<file path="src/rtl/bridge_pkg.sv">
// Shared definitions for the UART command / SPI sampling bridge:
// FSM encoding, command byte layout and fixed byte constants.
package bridge_pkg;

    typedef enum logic [2:0] {
        ST_IDLE,
        ST_SPI_REQ,
        ST_SPI_WAIT,
        ST_TX_LOAD,
        ST_TX_PULSE,
        ST_TX_GAP,
        ST_TX_WAIT
    } state_t;

    localparam int CMD_MODE_BIT = 7;
    localparam int CMD_EN_BIT   = 6;
    localparam int CMD_CH_LSB   = 0;
    localparam int CMD_CH_W     = 3;

    localparam logic [7:0] HEADER_BASE = 8'hA0;
    localparam logic [7:0] SPI_TX_IDLE = 8'h00;

    function automatic int bytes_for(input int width);
        return (width + 7) / 8;
    endfunction

endpackage

</file>
<file path="src/rtl/bridge_cmd_fifo.sv">
// Small synchronous FIFO holding pending single-read channel indices.
// Push is ignored when full and pop is ignored when empty.
module bridge_cmd_fifo #(
    parameter int WIDTH = 3,
    parameter int DEPTH = 4
) (
    input  logic             i_clk,
    input  logic             i_rst,
    input  logic             i_push,
    input  logic [WIDTH-1:0] i_wdata,
    input  logic             i_pop,
    output logic [WIDTH-1:0] o_rdata,
    output logic             o_full,
    output logic             o_empty
);

    localparam int AW = $clog2(DEPTH);

    logic [WIDTH-1:0] r_mem [DEPTH];
    logic [AW:0]      r_wptr;
    logic [AW:0]      r_rptr;
    logic             w_wr;
    logic             w_rd;

    // Extra pointer bit distinguishes full from empty when the indices match.
    assign o_empty = (r_wptr == r_rptr);
    assign o_full  = (r_wptr[AW] != r_rptr[AW]) && (r_wptr[AW-1:0] == r_rptr[AW-1:0]);
    assign o_rdata = r_mem[r_rptr[AW-1:0]];
    assign w_wr    = i_push && !o_full;
    assign w_rd    = i_pop && !o_empty;

    always_ff @(posedge i_clk or posedge i_rst) begin
        if (i_rst) begin
            r_wptr <= '0;
            r_rptr <= '0;
        end else begin
            if (w_wr) r_wptr <= r_wptr + 1'b1;
            if (w_rd) r_rptr <= r_rptr + 1'b1;
        end
    end

    always_ff @(posedge i_clk) begin
        if (w_wr) r_mem[r_wptr[AW-1:0]] <= i_wdata;
    end

endmodule

</file>
<file path="src/rtl/spi_uart_bridge.sv">
// UART command decoder driving an SPI master: queued single reads, periodic
// polling, result field extraction and MSB-first byte packing onto the UART.
module spi_uart_bridge
    import bridge_pkg::*;
#(
    parameter int FRAME_W     = 15,
    parameter int FIELD_LSB   = 3,
    parameter int FIELD_W     = 8,
    parameter int NUM_CH      = 1,
    parameter int CMD_DEPTH   = 4,
    parameter int POLL_CYCLES = 1000000,
    parameter int HEADER      = 0,
    localparam int CH_W       = (NUM_CH > 1) ? $clog2(NUM_CH) : 1
) (
    input  logic               i_clk,
    input  logic               i_rst,
    input  logic               i_rx_arrived,
    input  logic [7:0]         i_rx_data,
    input  logic               i_tx_ready,
    output logic               o_tx_send,
    output logic [7:0]         o_tx_data,
    input  logic               i_spi_ready,
    output logic               o_spi_send,
    output logic [7:0]         o_spi_txd,
    input  logic               i_spi_arrived,
    input  logic [FRAME_W-1:0] i_spi_rxd,
    output logic [CH_W-1:0]    o_chan_sel,
    output logic               o_poll_en,
    output logic               o_busy,
    output logic               o_ovf,
    output logic               o_err
);

    localparam int NB    = bytes_for(FIELD_W);
    localparam int TOT_B = NB + HEADER;
    localparam int TOT_W = TOT_B * 8;
    localparam int CNT_W = $clog2(POLL_CYCLES);
    localparam logic [CNT_W-1:0] CNT_LAST = CNT_W'(POLL_CYCLES - 1);

    if (FIELD_W < 1 || FIELD_W > 16 || FIELD_LSB < 0 || FIELD_LSB + FIELD_W > FRAME_W ||
        NUM_CH < 1 || NUM_CH > 8 || CMD_DEPTH < 2 || (CMD_DEPTH & (CMD_DEPTH - 1)) != 0 ||
        POLL_CYCLES < 16 || HEADER < 0 || HEADER > 1) begin : g_bad_params
        $error("spi_uart_bridge: illegal parameter combination");
    end

    state_t             r_state;
    logic               r_spi_send;
    logic               r_tx_send;
    logic [7:0]         r_tx_data;
    logic [CH_W-1:0]    r_chan_sel;
    logic [TOT_W-1:0]   r_shift;
    logic [1:0]         r_left;
    logic               r_poll_en;
    logic [CH_W-1:0]    r_poll_ch;
    logic [CNT_W-1:0]   r_poll_cnt;
    logic               r_poll_pend;
    logic               r_ovf;
    logic               r_err;

    logic [CMD_CH_W-1:0] w_cmd_ch;
    logic               w_ch_ok;
    logic               w_is_poll;
    logic               w_push_req;
    logic               w_pop;
    logic               w_poll_take;
    logic [CH_W-1:0]    w_fifo_rdata;
    logic               w_fifo_full;
    logic               w_fifo_empty;
    logic [NB*8-1:0]    w_field;
    logic [TOT_W-1:0]   w_load;
    logic               w_unused;

    assign w_cmd_ch    = i_rx_data[CMD_CH_LSB +: CMD_CH_W];
    assign w_ch_ok     = int'(w_cmd_ch) < NUM_CH;
    assign w_is_poll   = i_rx_data[CMD_MODE_BIT];
    assign w_push_req  = i_rx_arrived && !w_is_poll && w_ch_ok;
    assign w_pop       = (r_state == ST_IDLE) && i_spi_ready && !w_fifo_empty;
    assign w_poll_take = (r_state == ST_IDLE) && i_spi_ready && w_fifo_empty && r_poll_pend;
    assign w_unused    = ^{i_rx_data[5:3], i_spi_rxd};

    bridge_cmd_fifo #(
        .WIDTH(CH_W),
        .DEPTH(CMD_DEPTH)
    ) u_cmd_fifo (
        .i_clk  (i_clk),
        .i_rst  (i_rst),
        .i_push (w_push_req),
        .i_wdata(w_cmd_ch[CH_W-1:0]),
        .i_pop  (w_pop),
        .o_rdata(w_fifo_rdata),
        .o_full (w_fifo_full),
        .o_empty(w_fifo_empty)
    );

    // Header (if any) sits in the top byte so every byte leaves from the MSB end.
    always_comb begin
        w_field = '0;
        w_field[FIELD_W-1:0] = i_spi_rxd[FIELD_LSB +: FIELD_W];
        w_load = '0;
        w_load[NB*8-1:0] = w_field;
        if (HEADER != 0) w_load[TOT_W-1 -: 8] = HEADER_BASE | 8'(r_chan_sel);
    end

    always_ff @(posedge i_clk or posedge i_rst) begin
        if (i_rst) begin
            r_poll_en   <= 1'b0;
            r_poll_ch   <= '0;
            r_poll_cnt  <= '0;
            r_poll_pend <= 1'b0;
            r_ovf       <= 1'b0;
            r_err       <= 1'b0;
        end else begin
            r_err <= i_rx_arrived && !w_ch_ok;
            if (w_push_req && w_fifo_full) r_ovf <= 1'b1;
            if (w_poll_take) r_poll_pend <= 1'b0;
            if (r_poll_en) begin
                if (r_poll_cnt == CNT_LAST) begin
                    r_poll_cnt  <= '0;
                    r_poll_pend <= 1'b1;
                end else begin
                    r_poll_cnt <= r_poll_cnt + 1'b1;
                end
            end
            if (i_rx_arrived && w_is_poll && w_ch_ok) begin
                if (i_rx_data[CMD_EN_BIT]) begin
                    r_poll_en  <= 1'b1;
                    r_poll_ch  <= w_cmd_ch[CH_W-1:0];
                    r_poll_cnt <= '0;
                end else begin
                    r_poll_en   <= 1'b0;
                    r_poll_pend <= 1'b0;
                end
            end
        end
    end

    always_ff @(posedge i_clk or posedge i_rst) begin
        if (i_rst) begin
            r_state    <= ST_IDLE;
            r_spi_send <= 1'b0;
            r_tx_send  <= 1'b0;
            r_tx_data  <= '0;
            r_chan_sel <= '0;
            r_shift    <= '0;
            r_left     <= '0;
        end else begin
            r_spi_send <= 1'b0;
            r_tx_send  <= 1'b0;
            case (r_state)
                ST_IDLE: begin
                    if (w_pop) begin
                        r_chan_sel <= w_fifo_rdata;
                        r_spi_send <= 1'b1;
                        r_state    <= ST_SPI_REQ;
                    end else if (w_poll_take) begin
                        r_chan_sel <= r_poll_ch;
                        r_spi_send <= 1'b1;
                        r_state    <= ST_SPI_REQ;
                    end
                end
                ST_SPI_REQ: r_state <= ST_SPI_WAIT;
                ST_SPI_WAIT: begin
                    if (i_spi_arrived) begin
                        r_shift <= w_load;
                        r_left  <= 2'(TOT_B - 1);
                        r_state <= ST_TX_LOAD;
                    end
                end
                ST_TX_LOAD: begin
                    if (i_tx_ready) begin
                        r_tx_data <= r_shift[TOT_W-1 -: 8];
                        r_shift   <= r_shift << 8;
                        r_tx_send <= 1'b1;
                        r_state   <= ST_TX_PULSE;
                    end
                end
                ST_TX_PULSE: r_state <= ST_TX_GAP;
                ST_TX_GAP:   r_state <= ST_TX_WAIT;
                ST_TX_WAIT: begin
                    if (i_tx_ready) begin
                        if (r_left != 2'd0) begin
                            r_left  <= r_left - 2'd1;
                            r_state <= ST_TX_LOAD;
                        end else begin
                            r_state <= ST_IDLE;
                        end
                    end
                end
                default: r_state <= ST_IDLE;
            endcase
        end
    end

    assign o_tx_send  = r_tx_send;
    assign o_tx_data  = r_tx_data;
    assign o_spi_send = r_spi_send;
    assign o_spi_txd  = SPI_TX_IDLE;
    assign o_chan_sel = r_chan_sel;
    assign o_poll_en  = r_poll_en;
    assign o_busy     = (r_state != ST_IDLE);
    assign o_ovf      = r_ovf;
    assign o_err      = r_err;

endmodule

</file>
<file path="config.mk">
export PLATFORM = sky130hd
export DESIGN_NAME = spi_uart_bridge
export DESIGN_NICKNAME = d
export VERILOG_FILES = /design/src/rtl/bridge_pkg.sv /design/src/rtl/bridge_cmd_fifo.sv /design/src/rtl/spi_uart_bridge.sv
export SDC_FILE = /design/constraint.sdc
export NUM_CORES = 1
export LEC_CHECK = 0
export CORE_ASPECT_RATIO = 1.2
export CORE_MARGIN = 4
export CORE_UTILIZATION = 52
export CTS_CLUSTER_DIAMETER = 150
export DETAILED_ROUTE_END_ITERATION = 8
export PLACE_DENSITY = 0.79
export SETUP_SLACK_MARGIN = 0.3
export SYNTH_ARGS = -nofsm -noshare
export SYNTH_HDL_FRONTEND = slang
export SYNTH_SLANG_ARGS = --single-unit
export TNS_END_PERCENT = 1
</file>
<file path="constraint.sdc">
create_clock -name i_clk -period 2.45 [get_ports i_clk]
set_input_delay 0.49 -clock i_clk [delete_from_list [all_inputs] [get_ports i_clk]]
set_output_delay 0.49 -clock i_clk [all_outputs]
set_load 0.1 [all_outputs]
</file>
* Word level (Yosys, flattened, before mapping)
Memories as Yosys holds them, arrays and structs flattened. Cells that the tools add are included. Widths: inputs -> output; s select.
Storage, ports and cells: input port bits 29, bits in writable memories 4, logic and storage cells 98, register bits after elaboration 55, output and inout bits 23, memories 1
Memories:
- u_cmd_fifo.r_mem | words 4, bits a word 1, read ports 1, clocked after memory_dff 0, wr ports 1, line bridge_cmd_fifo.sv:19 | logic [WIDTH-1:0] r_mem [DEPTH];
Operators by class: equality and inequality tests 15, order comparisons 1, add/sub/neg operators 4, mux-type cells 33, reductions and logical operators 29
Operators with widths (count):
- $mux 20 | 4
- $pmux 3 s7 | 1
- $add 20x1->20 const B | 1
- $eq 20x20->1 const B | 1
- $mux 8 | 2
- $pmux 8 s2 | 1
- $mux 1 | 15
- $mux 3 | 5
- $logic_and 1x1->1 | 13
- $eq 3x3->1 const B | 3
- $mux 2 | 4
- $ne 2x2->1 const B | 4
- $reduce_and 4->1 | 2
- $reduce_bool 2->1 | 4
- $add 3x1->3 const B | 2
- $eq 3x2->1 const B | 2
- $reduce_and 2->1 | 3
- $logic_not 1->1 | 4
- $pmux 2 s2 | 1
- $eq 3x1->1 const B | 1
- $eq 3x3->1 | 1
- $logic_not 3->1 | 1
- $lt 3x1->1 const B | 1
- $ne 3x2->1 const B | 1
- 5 further kinds | 5

* Longest topological paths before layout
depth in word-level cells 9, gate-level depth with buffers 6, depth with buffers taken out 6

* Cells and area by module
From an unflattened synthesis, not the netlist that was laid out.
Unflattened totals: cell total of the unflattened synthesis 296, area total of the unflattened synthesis 3039.2 µm²
Modules (own cells, without submodules):
- spi_uart_bridge | area each 2402.3 µm², seq. area each 1226.2 µm², cells each 241, instances 1
- bridge_cmd_fifo | area each 636.9 µm², seq. area each 270.3 µm², cells each 55, instances 1

* Least setup slack after synthesis
No wires, ideal clock.
path type reg-to-reg, start point register r_poll_en (netlist: o_poll_en), end point register r_poll_cnt[19], slack -0.031 ns, buffers on the path 2, period minus slack after synthesis 2.481 ns, setup time 0.078 ns, data required time 2.372 ns, cell stages (with the launch flop) 7, data arrival time 2.403 ns, cells stage by stage dfrtp_1 > buf_4 > nand4_1 > or4_1 > buf_2 > or3_1 > a21oi_1
On the way: word-level cells in the longest chain between the ends 3
Ends and longest elaborated chain:
- start, declared | line spi_uart_bridge.sv:53 | logic r_poll_en;
- start signal, assigned | line spi_uart_bridge.sv:106 | r_poll_en <= 1'b0;
- start signal, assigned | line spi_uart_bridge.sv:126 | r_poll_en <= 1'b1;
- start signal, assigned | line spi_uart_bridge.sv:130 | r_poll_en <= 1'b0;
- $mux 20 (*) | line spi_uart_bridge.sv:116 | if (r_poll_en) begin
- $mux 20 | line spi_uart_bridge.sv:125 | if (i_rx_data[CMD_EN_BIT]) begin
- $mux 20 (*) | line spi_uart_bridge.sv:124 | if (i_rx_arrived && w_is_poll && w_ch_ok) begin
- end signal, assigned | line spi_uart_bridge.sv:121 | r_poll_cnt <= r_poll_cnt + 1'b1;
- end, declared | line spi_uart_bridge.sv:55 | logic [CNT_W-1:0] r_poll_cnt;
Every way passes the cells marked *; elsewhere a longest branch is shown, timed or not. A chain may end at the register's enable or synchronous reset.

* Final worst setup path
start point input port i_rx_arrived, end point memory u_cmd_fifo.r_mem[3] in the netlist's numbering, enable pin
On the way: word-level cells in the longest chain between the ends 5
Ends and longest elaborated chain:
- start, declared | line spi_uart_bridge.sv:17 | input logic i_rx_arrived,
- $logic_and 1x1->1 (2 in a row) | line spi_uart_bridge.sv:76 | assign w_push_req = i_rx_arrived && !w_is_poll && w_ch_ok;
- $logic_and 1x1->1 | line bridge_cmd_fifo.sv:29 | assign w_wr = i_push && !o_full;
- $mux 1 | line bridge_cmd_fifo.sv:43 | if (w_wr) r_mem[r_wptr[AW-1:0]] <= i_wdata;
- $mux 1 (implied by the code) | line bridge_cmd_fifo.sv:43
- end, declared | line bridge_cmd_fifo.sv:19
Every way passes these cells.

==> impl_results.md <==
- Sink Count: slightly below 60
- H-tree Lvls: 3
- Vias: approximately 2,100
- Clock root buffer: clkbuf_8
- Synthesis-to-layout area growth: 22.9%
- Post-CTS Setup Inserts: 0
- Number of antenna diodes: 0
- Max Clock Skew: about 7 ps
- Worst hold margin: between 300 and 400 ps
- Type of the most critical hold path: input pin to asynchronous set/reset pin
- Met3 routed WL: ~350 um
- Critical Path AT: between 2000 and 2500 ps
- I/O pin cnt: 52
- Worst slack, placed: 39.3 ps
- Reg2Reg Setup Slack: 490 ps
- Max-Slew Margin vs Limit: 0.637
- Wirelength, routed: ~5400 um
- Final worst path period need: a little over 2000 ps
- Fin cells: between 300 and 400
- Worst vdd ir: ~0.66 mV
- First-pass GRT wire length: 9550 um
- # nets final: ~360
- IO buf count: 33
- Final hold violations: 0
- Mapped cell area: 0.00281 mm^2
- Largest net degree at the start of global routing: 31
- DR WL/cell: approximately 14 um
- Routability Congestion: approximately 0.85
- DPL Wire Length: approximately 3700 um
- Longest Clk Path Bufs: 2
- Clock Latency Late Sink: ~350 ps
- Post-Syn Instances: between 200 and 300
- Dpl cells: around 370
- Crit Path Max Fanout: 5
- Area contributors post-synth: dfrtp_1 (49%), nand2_1 (5.6%), edfxtp_1 (4.3%), xnor2_1 (3.7%), ha_1 (3.1%)
- Slew @ Worst Pin: 543 ps
- Status: complete, no violations
- RSZ-0062 raised after global routing: false
- Max Fclk: 490 MHz
- Crit path from: i_rx_arrived
- Grt total ovfl: 0
- Max-cap violations: 0
- Main synth FF type: dfrtp_1
- Die Ht: approximately 89 um
- Setup WS post-layout: just over 400 ps
- CTS tree: built
- Drt first pass iters: 4
- CTS buffer count: 9
- Pwr/cell area: about 1200 mW/mm^2
- # setup viols final: 0
- Post-synth cell types: 38
- Total power: slightly above 4 mW
- Mapped Avg Cell Area: around 10 um^2
- Post-route setup TNS: 0 ps
- Worst Reg2Reg Path Length in Cells: 4
- Slew Viols, Final: 0
- Crit share post-route: 0.834
- Seq cells post-synth: 59
- Initial Util: 0.535
- Top cell type's share of synthesized area: 0.489
- Met2 wire length: around 2600 um
- Initial DRC count: 101
- Seq/Total Area, Yosys: 0.532
- Worst Setup End Kind: flop
- Clock transition at path regs: about 70 ps
- Drt drc: 0
- Synthesis Warnings: 0
- Gr usage total: 0.192
- Synth area leader: dfrtp_1
- Critical R2R Capture: r_poll_cnt[19]
- R2R Path Start: o_poll_en
- Initial antenna violation count: 0
- Die Width: about 75 um
- Crit path launch type: input pin
- Die area: ~0.0067 mm^2
- Leak: about 1.6 nW
- Share of layout cells above drive strength 1: 0.150
- Number of synthesized flops with an enable pin: 4
- Site row count: 29
- Fraction of registers with async set/reset: 0.932
- Termination of the worst setup path: u_cmd_fifo.r_mem[3]
- Vias per cell: roughly 5.5
- Critical path type: input pin to flop
- Wl on met1: ~2300 um
- Top sig layer: met4
- Core Region: roughly 0.0053 mm^2
- Required @ worst endpoint: 2510 ps
- Filler Cell Count: roughly 410
- Vias in the first global route: approximately 2,200
- DRT antenna net count: 0
-- state kept, by name (all words and copies together), names as in the netlist --
| name | flops |
|---|---|
| o_chan_sel | 1 |
| o_err | 1 |
| o_ovf | 1 |
| o_poll_en | 1 |
| o_spi_send | 1 |
| o_tx_data | 8 |
| o_tx_send | 1 |
| r_left | 2 |
| r_poll_ch | 1 |
| r_poll_cnt | 20 |
| r_poll_pend | 1 |
| r_shift | 8 |
| r_state | 3 |
| u_cmd_fifo.r_mem | 4 |
| u_cmd_fifo.r_rptr | 3 |
| u_cmd_fifo.r_wptr | 3 |
-- what timing repair did --
item	4_1_cts	5_1_grt
endpoints found under the setup margin	0	1
hold buffers	0	0
gates resized for setup	0	1
-- cells in the final DEF (no fill, tap or decap), types with 8 or more instances in the layout --
cell type / count
dfrtp_1: 54
a22o_1: 8
inv_1: 9
xor2_1: 10
nand4_1: 8
o21ai_0: 15
conb_1: 8
a21oi_1: 12
buf_4: 22
clkdlybuf4s50_1: 18
nand2_1: 42
clkbuf_8: 12
nand3_1: 8
nor2_1: 21
xnor2_1: 12
-- per-stage QoR --
stage                      util  instance area (um^2)
after floorplan               -                  2840
after global placement    0.606                  3190
after detailed placement  0.606                  3190
after CTS                 0.656                  3450
after global routing      0.657                  3460
final                     0.657                  3460
-- area by class of cell --
cell class / count / area, um^2 / area share
Clock buffer: 12 / 165 / 0.0478
Clock inverter: 4 / 95.1 / 0.0275
Inverter: 11 / 41.3 / 0.0119
Multi-Input combinational cell: 200 / 1210 / 0.351
Sequential cell: 59 / 1500 / 0.433
Tap cell: 62 / 77.6 / 0.0224
Timing Repair Buffer: 41 / 365 / 0.106
-- routing by layer --
metal  vias to the layer above  track usage
li1                       1035            -
met1                      1023        0.234
met2                        59        0.294
met3                        18       0.0659
met4                         0        0.111
met5                         -            0
-- worst min path at each step --
| stage | cells past startpoint | from | slack (ps) | end |
|---|---|---|---|---|
| global route | 2 | i_rst | 350 | r_shift[4] |
| floorplan | 2 | r_shift[0] | 440 | o_tx_data[0] |
| CTS | 2 | i_rst | 350 | r_shift[4] |
| global placement | 2 | r_shift[3] | 440 | o_tx_data[3] |
| detailed placement | 2 | r_shift[0] | 460 | o_tx_data[0] |
| finish | 2 | i_rst | 350 | r_shift[4] |
-- critical path: stages --
cell and delay (ps):
clkdlybuf4s50_1 500, or4b_1 490, a311oi_2 400, and2_1 220
-- kinds of logic after synthesis --
kind of cell,count (synthesis),share of synthesized area
xor gates and xnor gates,22,0.0685
AOI/OAI and AO/OA,39,0.0859
adders and majority gates,7,0.0311
buffers and inverters,26,0.0476
muxes,5,0.0236
DFF,59,0.532
and+or+nand+nor,119,0.210
other,1,0.00133
-- report_power, final --
group | leakage [nW] | switching, mW | internal (mW) | total [mW]
logic | 0.717 | 1.07 | 0.463 | 1.53
registers | 0.755 | 0.250 | 1.23 | 1.48
clock network | 0.133 | 0.378 | 0.757 | 1.13
total | 1.60 | 1.70 | 2.45 | 4.15
-- cells in the mapped netlist (3+ instances only) --
cell type  number
and2_1          5
nor4_1          5
clkbuf_1        4
inv_1          10
o21ai_0        16
nor2b_1         3
mux2_2          3
buf_4           9
edfxtp_1        4
or3_1           6
xor2_1         10
or4_1           3
dfrtp_1        55
nand2_1        42
a21oi_1        12
a22o_1          8
nand4_1         8
nor2_1         21
nor3_1          5
and3_1          5
nand3_1         8
xnor2_1        12
ha_1            7
(Power assumes the default switching activity.)
